File: config.mk
export PLATFORM = sky130hd
export DESIGN_NAME = idma_desc64_apb_submitter
export DESIGN_NICKNAME = d
export VERILOG_FILES = /design/src/rtl/idma_desc64_apb_submitter.sv
export SDC_FILE = /design/constraint.sdc
export NUM_CORES = 1
export LEC_CHECK = 0
export ABC_AREA = 1
export ABC_CLOCK_PERIOD_IN_PS = 1030
export BUFFER_PORTS_ARGS = -buffer_cell sky130_fd_sc_hd__buf_2
export CAP_MARGIN = 20
export CORE_MARGIN = 2
export CORE_UTILIZATION = 45
export DETAILED_ROUTE_END_ITERATION = 8
export PLACE_DENSITY = 0.82
export SLEW_MARGIN = 40
export SYNTH_ARGS = -nofsm -noshare
export SYNTH_HDL_FRONTEND = slang
export SYNTH_SLANG_ARGS = --single-unit
File: constraint.sdc
create_clock -name clk_i -period 1.03 [get_ports clk_i]
set_input_delay 0.0515 -clock clk_i [delete_from_list [all_inputs] [get_ports clk_i]]
set_output_delay 0.0515 -clock clk_i [all_outputs]
set_load 0.02 [all_outputs]
File: src/rtl/idma_desc64_apb_submitter.sv
// APB requester that writes 64-bit descriptor addresses into the desc64 frontend's
// DESC_ADDR register, as one beat or as a low/high pair, and reports slave errors and long stalls.
module idma_desc64_apb_submitter #(
    parameter int unsigned          AddrWidth      = 32,
    parameter int unsigned          DataWidth      = 64,
    parameter logic [AddrWidth-1:0] DescAddrOffset = {AddrWidth{1'b0}},
    parameter logic [2:0]           Prot           = 3'b000,
    parameter int unsigned          StallThreshold = 256
) (
    input  logic                     clk_i,
    input  logic                     rst_i,
    input  logic [63:0]              desc_addr_i,
    input  logic                     desc_valid_i,
    output logic                     desc_ready_o,
    output logic [AddrWidth-1:0]     paddr_o,
    output logic                     psel_o,
    output logic                     penable_o,
    output logic                     pwrite_o,
    output logic [DataWidth-1:0]     pwdata_o,
    output logic [DataWidth/8-1:0]   pstrb_o,
    output logic [2:0]               pprot_o,
    input  logic                     pready_i,
    input  logic                     pslverr_i,
    output logic                     done_o,
    output logic                     err_o,
    output logic [63:0]              err_addr_o,
    output logic                     stall_o
);

    localparam int unsigned          StrbWidth      = DataWidth / 8;
    localparam int unsigned          CntWidth       = $clog2(StallThreshold + 1);
    localparam logic [CntWidth-1:0]  StallLimit     = CntWidth'(StallThreshold);
    localparam logic [AddrWidth-1:0] HighBeatOffset = AddrWidth'(4);
    localparam bit                   SingleBeat     = (DataWidth == 64);

    typedef enum logic [1:0] {
        ST_IDLE   = 2'd0,
        ST_SETUP  = 2'd1,
        ST_ACCESS = 2'd2
    } state_e;

    state_e                 r_state;
    logic [63:0]            r_desc;
    logic                   r_beat;
    logic [CntWidth-1:0]    r_cnt;
    logic                   r_psel;
    logic                   r_penable;
    logic                   r_pwrite;
    logic [AddrWidth-1:0]   r_paddr;
    logic [DataWidth-1:0]   r_pwdata;
    logic [StrbWidth-1:0]   r_pstrb;
    logic                   r_done;
    logic                   r_err;
    logic [63:0]            r_err_addr;
    logic                   r_stall;

    state_e                 w_state_n;
    logic [63:0]            w_desc_n;
    logic                   w_beat_n;
    logic [CntWidth-1:0]    w_cnt_n;
    logic                   w_done_n;
    logic                   w_err_n;
    logic [63:0]            w_err_addr_n;
    logic [AddrWidth-1:0]   w_paddr_n;
    logic [DataWidth-1:0]   w_pwdata_n;
    logic [DataWidth-1:0]   w_beat_data;
    logic                   w_last_beat;
    logic                   w_psel_n;

    assign w_last_beat = SingleBeat ? 1'b1 : r_beat;
    assign w_psel_n    = (w_state_n != ST_IDLE);

    // Slice of the descriptor carried by the beat being set up.
    if (DataWidth == 64) begin : g_wide
        assign w_beat_data = w_desc_n;
    end else begin : g_narrow
        assign w_beat_data = w_beat_n ? w_desc_n[63:32] : w_desc_n[31:0];
    end

    // Transfer sequencing: handshake, SETUP/ACCESS per beat, completion or error.
    always_comb begin
        w_state_n    = r_state;
        w_desc_n     = r_desc;
        w_beat_n     = r_beat;
        w_done_n     = 1'b0;
        w_err_n      = 1'b0;
        w_err_addr_n = r_err_addr;
        case (r_state)
            ST_IDLE: begin
                if (desc_valid_i) begin
                    w_state_n = ST_SETUP;
                    w_desc_n  = desc_addr_i;
                    w_beat_n  = 1'b0;
                end else begin
                    w_state_n = ST_IDLE;
                end
            end
            ST_SETUP: begin
                w_state_n = ST_ACCESS;
            end
            ST_ACCESS: begin
                if (pready_i) begin
                    if (pslverr_i) begin
                        // An error aborts the rest of the descriptor.
                        w_state_n    = ST_IDLE;
                        w_err_n      = 1'b1;
                        w_err_addr_n = r_desc;
                    end else if (w_last_beat) begin
                        w_state_n = ST_IDLE;
                        w_done_n  = 1'b1;
                    end else begin
                        w_state_n = ST_SETUP;
                        w_beat_n  = 1'b1;
                    end
                end else begin
                    w_state_n = ST_ACCESS;
                end
            end
            default: begin
                w_state_n = ST_IDLE;
            end
        endcase
    end

    // Address and data are loaded on SETUP entry and held through ACCESS.
    always_comb begin
        w_paddr_n  = r_paddr;
        w_pwdata_n = r_pwdata;
        if (w_state_n == ST_SETUP) begin
            w_paddr_n  = DescAddrOffset + (w_beat_n ? HighBeatOffset : {AddrWidth{1'b0}});
            w_pwdata_n = w_beat_data;
        end else begin
            w_paddr_n  = r_paddr;
            w_pwdata_n = r_pwdata;
        end
    end

    // Stall counter: waiting ACCESS cycles, saturating, cleared otherwise.
    always_comb begin
        w_cnt_n = {CntWidth{1'b0}};
        if ((r_state == ST_ACCESS) && !pready_i) begin
            if (r_cnt == StallLimit) begin
                w_cnt_n = r_cnt;
            end else begin
                w_cnt_n = r_cnt + CntWidth'(1'b1);
            end
        end else begin
            w_cnt_n = {CntWidth{1'b0}};
        end
    end

    // State and registered outputs.
    always_ff @(posedge clk_i) begin
        if (rst_i) begin
            r_state    <= ST_IDLE;
            r_desc     <= 64'h0;
            r_beat     <= 1'b0;
            r_cnt      <= {CntWidth{1'b0}};
            r_psel     <= 1'b0;
            r_penable  <= 1'b0;
            r_pwrite   <= 1'b0;
            r_paddr    <= {AddrWidth{1'b0}};
            r_pwdata   <= {DataWidth{1'b0}};
            r_pstrb    <= {StrbWidth{1'b0}};
            r_done     <= 1'b0;
            r_err      <= 1'b0;
            r_err_addr <= 64'h0;
            r_stall    <= 1'b0;
        end else begin
            r_state    <= w_state_n;
            r_desc     <= w_desc_n;
            r_beat     <= w_beat_n;
            r_cnt      <= w_cnt_n;
            r_psel     <= w_psel_n;
            r_penable  <= (w_state_n == ST_ACCESS);
            r_pwrite   <= w_psel_n;
            r_paddr    <= w_paddr_n;
            r_pwdata   <= w_pwdata_n;
            r_pstrb    <= w_psel_n ? {StrbWidth{1'b1}} : {StrbWidth{1'b0}};
            r_done     <= w_done_n;
            r_err      <= w_err_n;
            r_err_addr <= w_err_addr_n;
            r_stall    <= (w_cnt_n >= StallLimit);
        end
    end

    assign desc_ready_o = (r_state == ST_IDLE);
    assign pprot_o      = Prot;
    assign paddr_o      = r_paddr;
    assign psel_o       = r_psel;
    assign penable_o    = r_penable;
    assign pwrite_o     = r_pwrite;
    assign pwdata_o     = r_pwdata;
    assign pstrb_o      = r_pstrb;
    assign done_o       = r_done;
    assign err_o        = r_err;
    assign err_addr_o   = r_err_addr;
    assign stall_o      = r_stall;

endmodule

* Yosys cells after proc, flatten, opt, wreduce, memory -nomap -nowiden
Index checks and enable logic that the tools add are counted.
Operators by class: equal/unequal tests 5, multiplexer cells 13, $add $sub $neg 1, bitwise gates (word level) 2, $lt $le $gt $ge 1, reduce and logical (&&, ||, !) cells 6
Operators by type and width (count):
- 2-to-1 mux 64 bit | 2
- 2-to-1 mux 9 bit | 2
- adder 9 x 1 -> 9 bit, second input constant | 1
- equality test 9 bit, second input constant | 1
- >= comparator 9 bit, second input constant | 1
- 2-to-1 mux 8 bit | 1
- one-hot mux 2 bit (3 select lines) | 1
- 2-to-1 mux 1 bit | 5
- equality test 2 x 1 -> 1 bit, second input constant | 2
- equality test 2 bit, second input constant | 2
- 2-to-1 mux 3 bit | 1
- AND reduction 3 bit | 1
- OR reduction 3 bit | 1
- logical NOT 2 bit | 1
- 2-to-1 mux 2 bit | 1
- NOT 1 bit | 2
- nonzero test 2 bit | 1
- logical AND 1 bit | 1
- logical NOT 1 bit | 1
Storage, ports and cells: flip-flop bits (word level) 249, output and inout bits 178, input port bits 69

* Logic depth before layout (Yosys ltp)
depth after elaboration 4, depth in mapped cells 8, mapped depth without buffers 8

* Worst setup path after synthesis
No wires, ideal clock.
path type reg2reg, start register r_state[0], end register r_pwdata[28] (netlist: pwdata_o[28]), slack -234 ps, path buffers 2, arrival time 1149 ps, cell stages (with the launch flop) 7, clock period less this slack 1264 ps, setup time 115 ps, cell sequence dfxtp_1 -> nor2_2 -> nand2_2 -> buf_6 -> buf_6 -> nand3_1 -> nand2_1
On the way: longest elaborated chain between the ends 3, elaborated cells between the ends (all ways) 6, those cells by class eq/ne (3); mux (2); reduce/logical (1)
RTL lines:
- start: declaration | line 42 | state_e r_state;
- start signal: assignment | line 170 | r_state <= w_state_n;
- logical NOT 2 bit (*)
- net desc_ready_o | line 14 | output logic desc_ready_o,
- one-hot mux 2 bit (3 select lines) | line 88 | case (r_state)
- equality test 2 x 1 -> 1 bit | line 129 | if (w_state_n == ST_SETUP) begin
- end signal: assignment | line 163 | r_pwdata <= {DataWidth{1'b0}};
- end signal: assignment | line 178 | r_pwdata <= w_pwdata_n;
- end: declaration | line 50 | logic [DataWidth-1:0] r_pwdata;
The timed path passes the listed nets; every way through them passes the cells marked *. A chain may end at the register's enable or synchronous reset.

* Worst setup path in the final report
start register r_state[0], end register r_pwdata[14] (netlist: pwdata_o[14])
On the way: longest elaborated chain between the ends 3, elaborated cells between the ends (all ways) 6, those cells by class eq/ne (3); mux (2); reduce/logical (1)
RTL lines (line):
- equality test 2 bit (tied with other cells) | 88
- one-hot mux 2 bit (3 select lines) | 88
- equality test 2 x 1 -> 1 bit | 129
Several ways; a longest one is shown, not always the timed one.

==> run_results.csv <==
group,metric,value,unit
status,outcome,"complete, but fails checks",
status,violations_in_the_final_reports,"setup timing",
detailed_routing,drc_viols,0,
placed_design,dp_worst_setup_slack,-0.203,ns
yosys,postSynthRegisterBits,208,
power_and_ir_drop,clkPwrFrac,0.401,
yosys,post_synth_fa_ha_maj_area_fraction,0.00328,
sta,pins_over_their_slew_limit,0,
yosys,synth.area.mux_share,0,
die,num_io_pins,247,
worst_setup_path,r2r-start,"r_state[0]",
global_route,grt-busiest-layer,"met2",
worst_setup_path,critPathLaunch,"r_state[0]",
yosys,synth_area_in_compound_gates,0.0453,
cts,worstSkewPairLatency,0.50,ns
hold_path,min_from,"rst_i",
yosys,yosysWarningCount,0,
sta,fin_crit_sh,1.35,
final_layout,syn_to_final_growth,77.2,%
die,placeableCoreArea,0.0166,mm^2
sta,grt_setup_unrepaired,"true",
placed_design,final_replace_weighted_congestion,0.793,
final_layout,multiInputGateArea,0.00397,mm^2
yosys,synth-simple-area-share,0.287,
power_and_ir_drop,seqPwrFrac,0.416,
worst_setup_path,worstSetupStartpointType,"flop",
final_layout,finish.cell_count_without_fillers,1473,
placed_design,dpl-instance-area,0.00872,mm^2
detailed_routing,detailedRoute.firstIterationViolations,555,
power_and_ir_drop,power.static_leakage,5.96,nW
cts,cts_max_path_buffers,3,
yosys,netlist_area,0.00763,mm^2
sta,fin_worst_skew,0.0152,ns
power_and_ir_drop,power.share.switching,0.272,
die,horizontal_die_dimension,134,um
hold_path,hold_path_depth,4,
global_route,grt_pass1_wl,38000,um
sta,final.setup.worst_slack,-0.358,ns
final_layout,layout.nets,1309,
yosys,share_of_synthesized_area_occupied_by_flip_flops_and_latches,0.546,
final_layout,seqCellArea,0.00434,mm^2
detailed_routing,routed_via_density,5.59,
die,die_ar,0.0180,mm^2
global_route,overflow,0,
global_route,grt_util_all_layers,0.263,
worst_setup_path,cp-end-kind,"flop",
worst_setup_path,worst_ep_required_time,1.46,ns
die,rows,47,
final_layout,finalInstanceArea,0.0135,mm^2
detailed_routing,wire_per_inst,22.4,um
final_layout,final.fill_count,823,
placed_design,detailed_place_hpwl,11900,um
worst_setup_path,maximum_single_stage_delay_on_the_critical_path,0.37,ns
cts,tritoncts,"done",
cts,htree_num_levels,1,
detailed_routing,wl,33000,um
yosys,synthXorXnorAreaFrac,0.00115,
worst_setup_path,path_buf_inv,3,
power_and_ir_drop,power_switching,0.00580,W
power_and_ir_drop,p_total,0.0213,W
cts,clock_tree.root_cell,"clkbuf_16",
worst_setup_path,worst-setup-path-type,"flop to flop",
power_and_ir_drop,powerDensity,1580,mW/mm^2
worst_setup_path,reg2reg_slack,-0.36,ns
yosys,combinational_family_with_the_most_area_after_synthesis,"simple AND/OR/NAND/NOR gates",
sta,fin_crit,1.39,ns
worst_setup_path,reg2reg_to,"pwdata_o[14]",
worst_setup_path,crit_family,"simple AND/OR/NAND/NOR gates",
yosys,syn-instance-count,915,
cts,path_clk_slew,0.07,ns
placed_design,dp.cells,1300,
global_route,global_route.usage.met2,0.481,
hold_path,hold_class,"input port to flop",
die,initial_core_utilization,0.460,
sta,setup_violations,235,
placed_design,portBuffers,212,
job,max_cap_viol_count,0,
worst_setup_path,critPathSlowestCell,"dfxtp_4",
die,chipHeight,134,um
power_and_ir_drop,cellInternalPower,0.0155,W
yosys,synth.distinct_cells,22,
yosys,synthesis.area_per_instance,8.34,um^2
global_route,grt_util_met1,0.274,
cts,clock-sinks,208,
global_route,grt_start_max_net_pins,65,
detailed_routing,ant_nets,0,
worst_setup_path,cp_data_arrival_time,1.82,ns
worst_setup_path,ff2ff_path_depth,7,
power_and_ir_drop,pwr-share-comb,0.183,
worst_setup_path,timing.critical_path.fanout_max,6,
final_layout,final_standard_cell_utilization_of_the_core,0.815,
worst_setup_path,cp_cell_sequence,"nor2_4 -> nand2_8 -> clkinv_8 -> buf_12 -> clkbuf_16 -> nand3_4 -> nand2_1",
global_route,grtUsageMet3,0.0559,
sta,fmax,720,MHz
detailed_routing,drt_pass1_iterations,9,
hold_path,hold_path_end,"err_addr_o[2]",
detailed_routing,count_of_vias_placed_by_the_detailed_router,8228,
power_and_ir_drop,vdd_drop_max,1090,uV
final_layout,drive_gt1_frac,0.543,
global_route,antenna_violations_before_repair,1,
cts,cts_made_buffers,21,
sta,hold_viol,0,
global_route,grt_pass1_vias,7464,
synthesized netlist by cell type:
cell      number  share of area
nand3_1      195           0.13
xor2_1         1         0.0011
inv_1         18         0.0089
a21oi_1        3         0.0020
o21ai_1       50          0.033
clkbuf_1       4         0.0020
o21ai_0       16          0.010
nor2_1       150          0.074
nand2_2        1        0.00082
dfxtp_1      208           0.55
inv_2          2        0.00098
nor2_2         1        0.00082
buf_6         25          0.037
inv_4          2         0.0016
nand3_4        1         0.0023
nor2_4         2         0.0030
ha_1           2         0.0033
buf_4         53          0.052
conb_1         1        0.00049
nand2_1      156          0.077
buf_2         22          0.014
nand4_1        2         0.0016
per-layer routing:
metal,wire (um),up-vias
li1,-,3576
met1,10600,3910
met2,17100,524
met3,2350,218
met5,0,-
met4,2970,0
sequential cells by signal, summed over array words and instances (netlist names):
register / cells
r_desc: 64
pstrb_o: 1
err_o: 1
done_o: 1
pwdata_o: 64
r_cnt: 9
paddr_o: 1
r_state: 2
penable_o: 1
err_addr_o: 64
cells in the final DEF (no fill, tap or decap), types with 2 or more instances in the layout:
| master | n |
|---|---|
| buf_6 | 145 |
| nor2_1 | 136 |
| dfxtp_2 | 129 |
| nand2_1 | 92 |
| nand3_1 | 88 |
| dfxtp_1 | 74 |
| dlygate4sd3_1 | 68 |
| buf_2 | 68 |
| nand2_2 | 63 |
| nand3_4 | 61 |
| nand3_2 | 47 |
| buf_4 | 44 |
| o21ai_1 | 41 |
| conb_1 | 34 |
| clkbuf_16 | 33 |
| buf_12 | 22 |
| inv_1 | 17 |
| nor2_2 | 13 |
| o21ai_0 | 13 |
| o21ai_2 | 12 |
| buf_16 | 10 |
| clkbuf_8 | 6 |
| bufinv_16 | 5 |
| dfxtp_4 | 5 |
| nor2_4 | 4 |
| clkbuf_1 | 3 |
| nand4_1 | 2 |
| a21oi_1 | 2 |
| clkinv_8 | 2 |
| inv_6 | 2 |
power groups by stage:
stage	logic, W	registers, W	clock network (W)
detailed placement	0.00188	0.00886	0
finish	0.00390	0.00885	0.00854
global route	0.00407	0.00887	0.00887
global placement	0.00185	0.00885	0
CTS	0.00265	0.00876	0.00848
floorplan	0.00117	0.00912	0
worst min-delay path: stages:
cell and delay (ns):
buf_2 0.13, bufinv_16 0.23, o21ai_2 0.07, nor2_1 0.04
layout make-up:
cell class | instances | area share
Timing Repair Buffer | 370 | 0.297
Multi-Input combinational cell | 614 | 0.294
Clock inverter | 7 | 0.0107
Inverter | 22 | 0.0101
Antenna cell | 1 | 0.000185
Timing Repair inverter | 1 | 0.000648
Tap cell | 220 | 0.0204
Clock buffer | 30 | 0.0458
Sequential cell | 208 | 0.321
worst max path at each step:
| stage | to | slack, ns | cells after the start |
|---|---|---|---|
| finish | pwdata_o[14] | -0.36 | 7 |
| global route | pwdata_o[35] | -0.41 | 7 |
| CTS | desc_ready_o | -0.26 | 3 |
| detailed placement | err_addr_o[2] | -0.20 | 6 |
| global placement | err_addr_o[2] | -0.16 | 6 |
| floorplan | err_addr_o[10] | -0.09 | 7 |
cells by family after synthesis:
logic type,Yosys count
simple gates,508
flops,208
buf+inv,126
compound gates,69
fa+ha+maj,2
xor+xnor,1
other cells,1
stage by stage:
stage	hold slack (ns)	setup TNS (ns)
after floorplan	0.116	-13.05
after global placement	0.282	-18.54
after detailed placement	0.282	-23.74
after CTS	0.122	-37.39
after global routing	0.0773	-67.89
final	0.0703	-59.47
repair_timing:
item                                    CTS  global route
endpoints found under the setup margin  349           308
cloned                                    6            18
gates resized for setup                 424           281
pin swaps                                11            39
setup buffers                             7            38
hold endpoints to repair                139             2
hold buffers                             67             2
No activity file was read; power rests on OpenSTA's default activity.
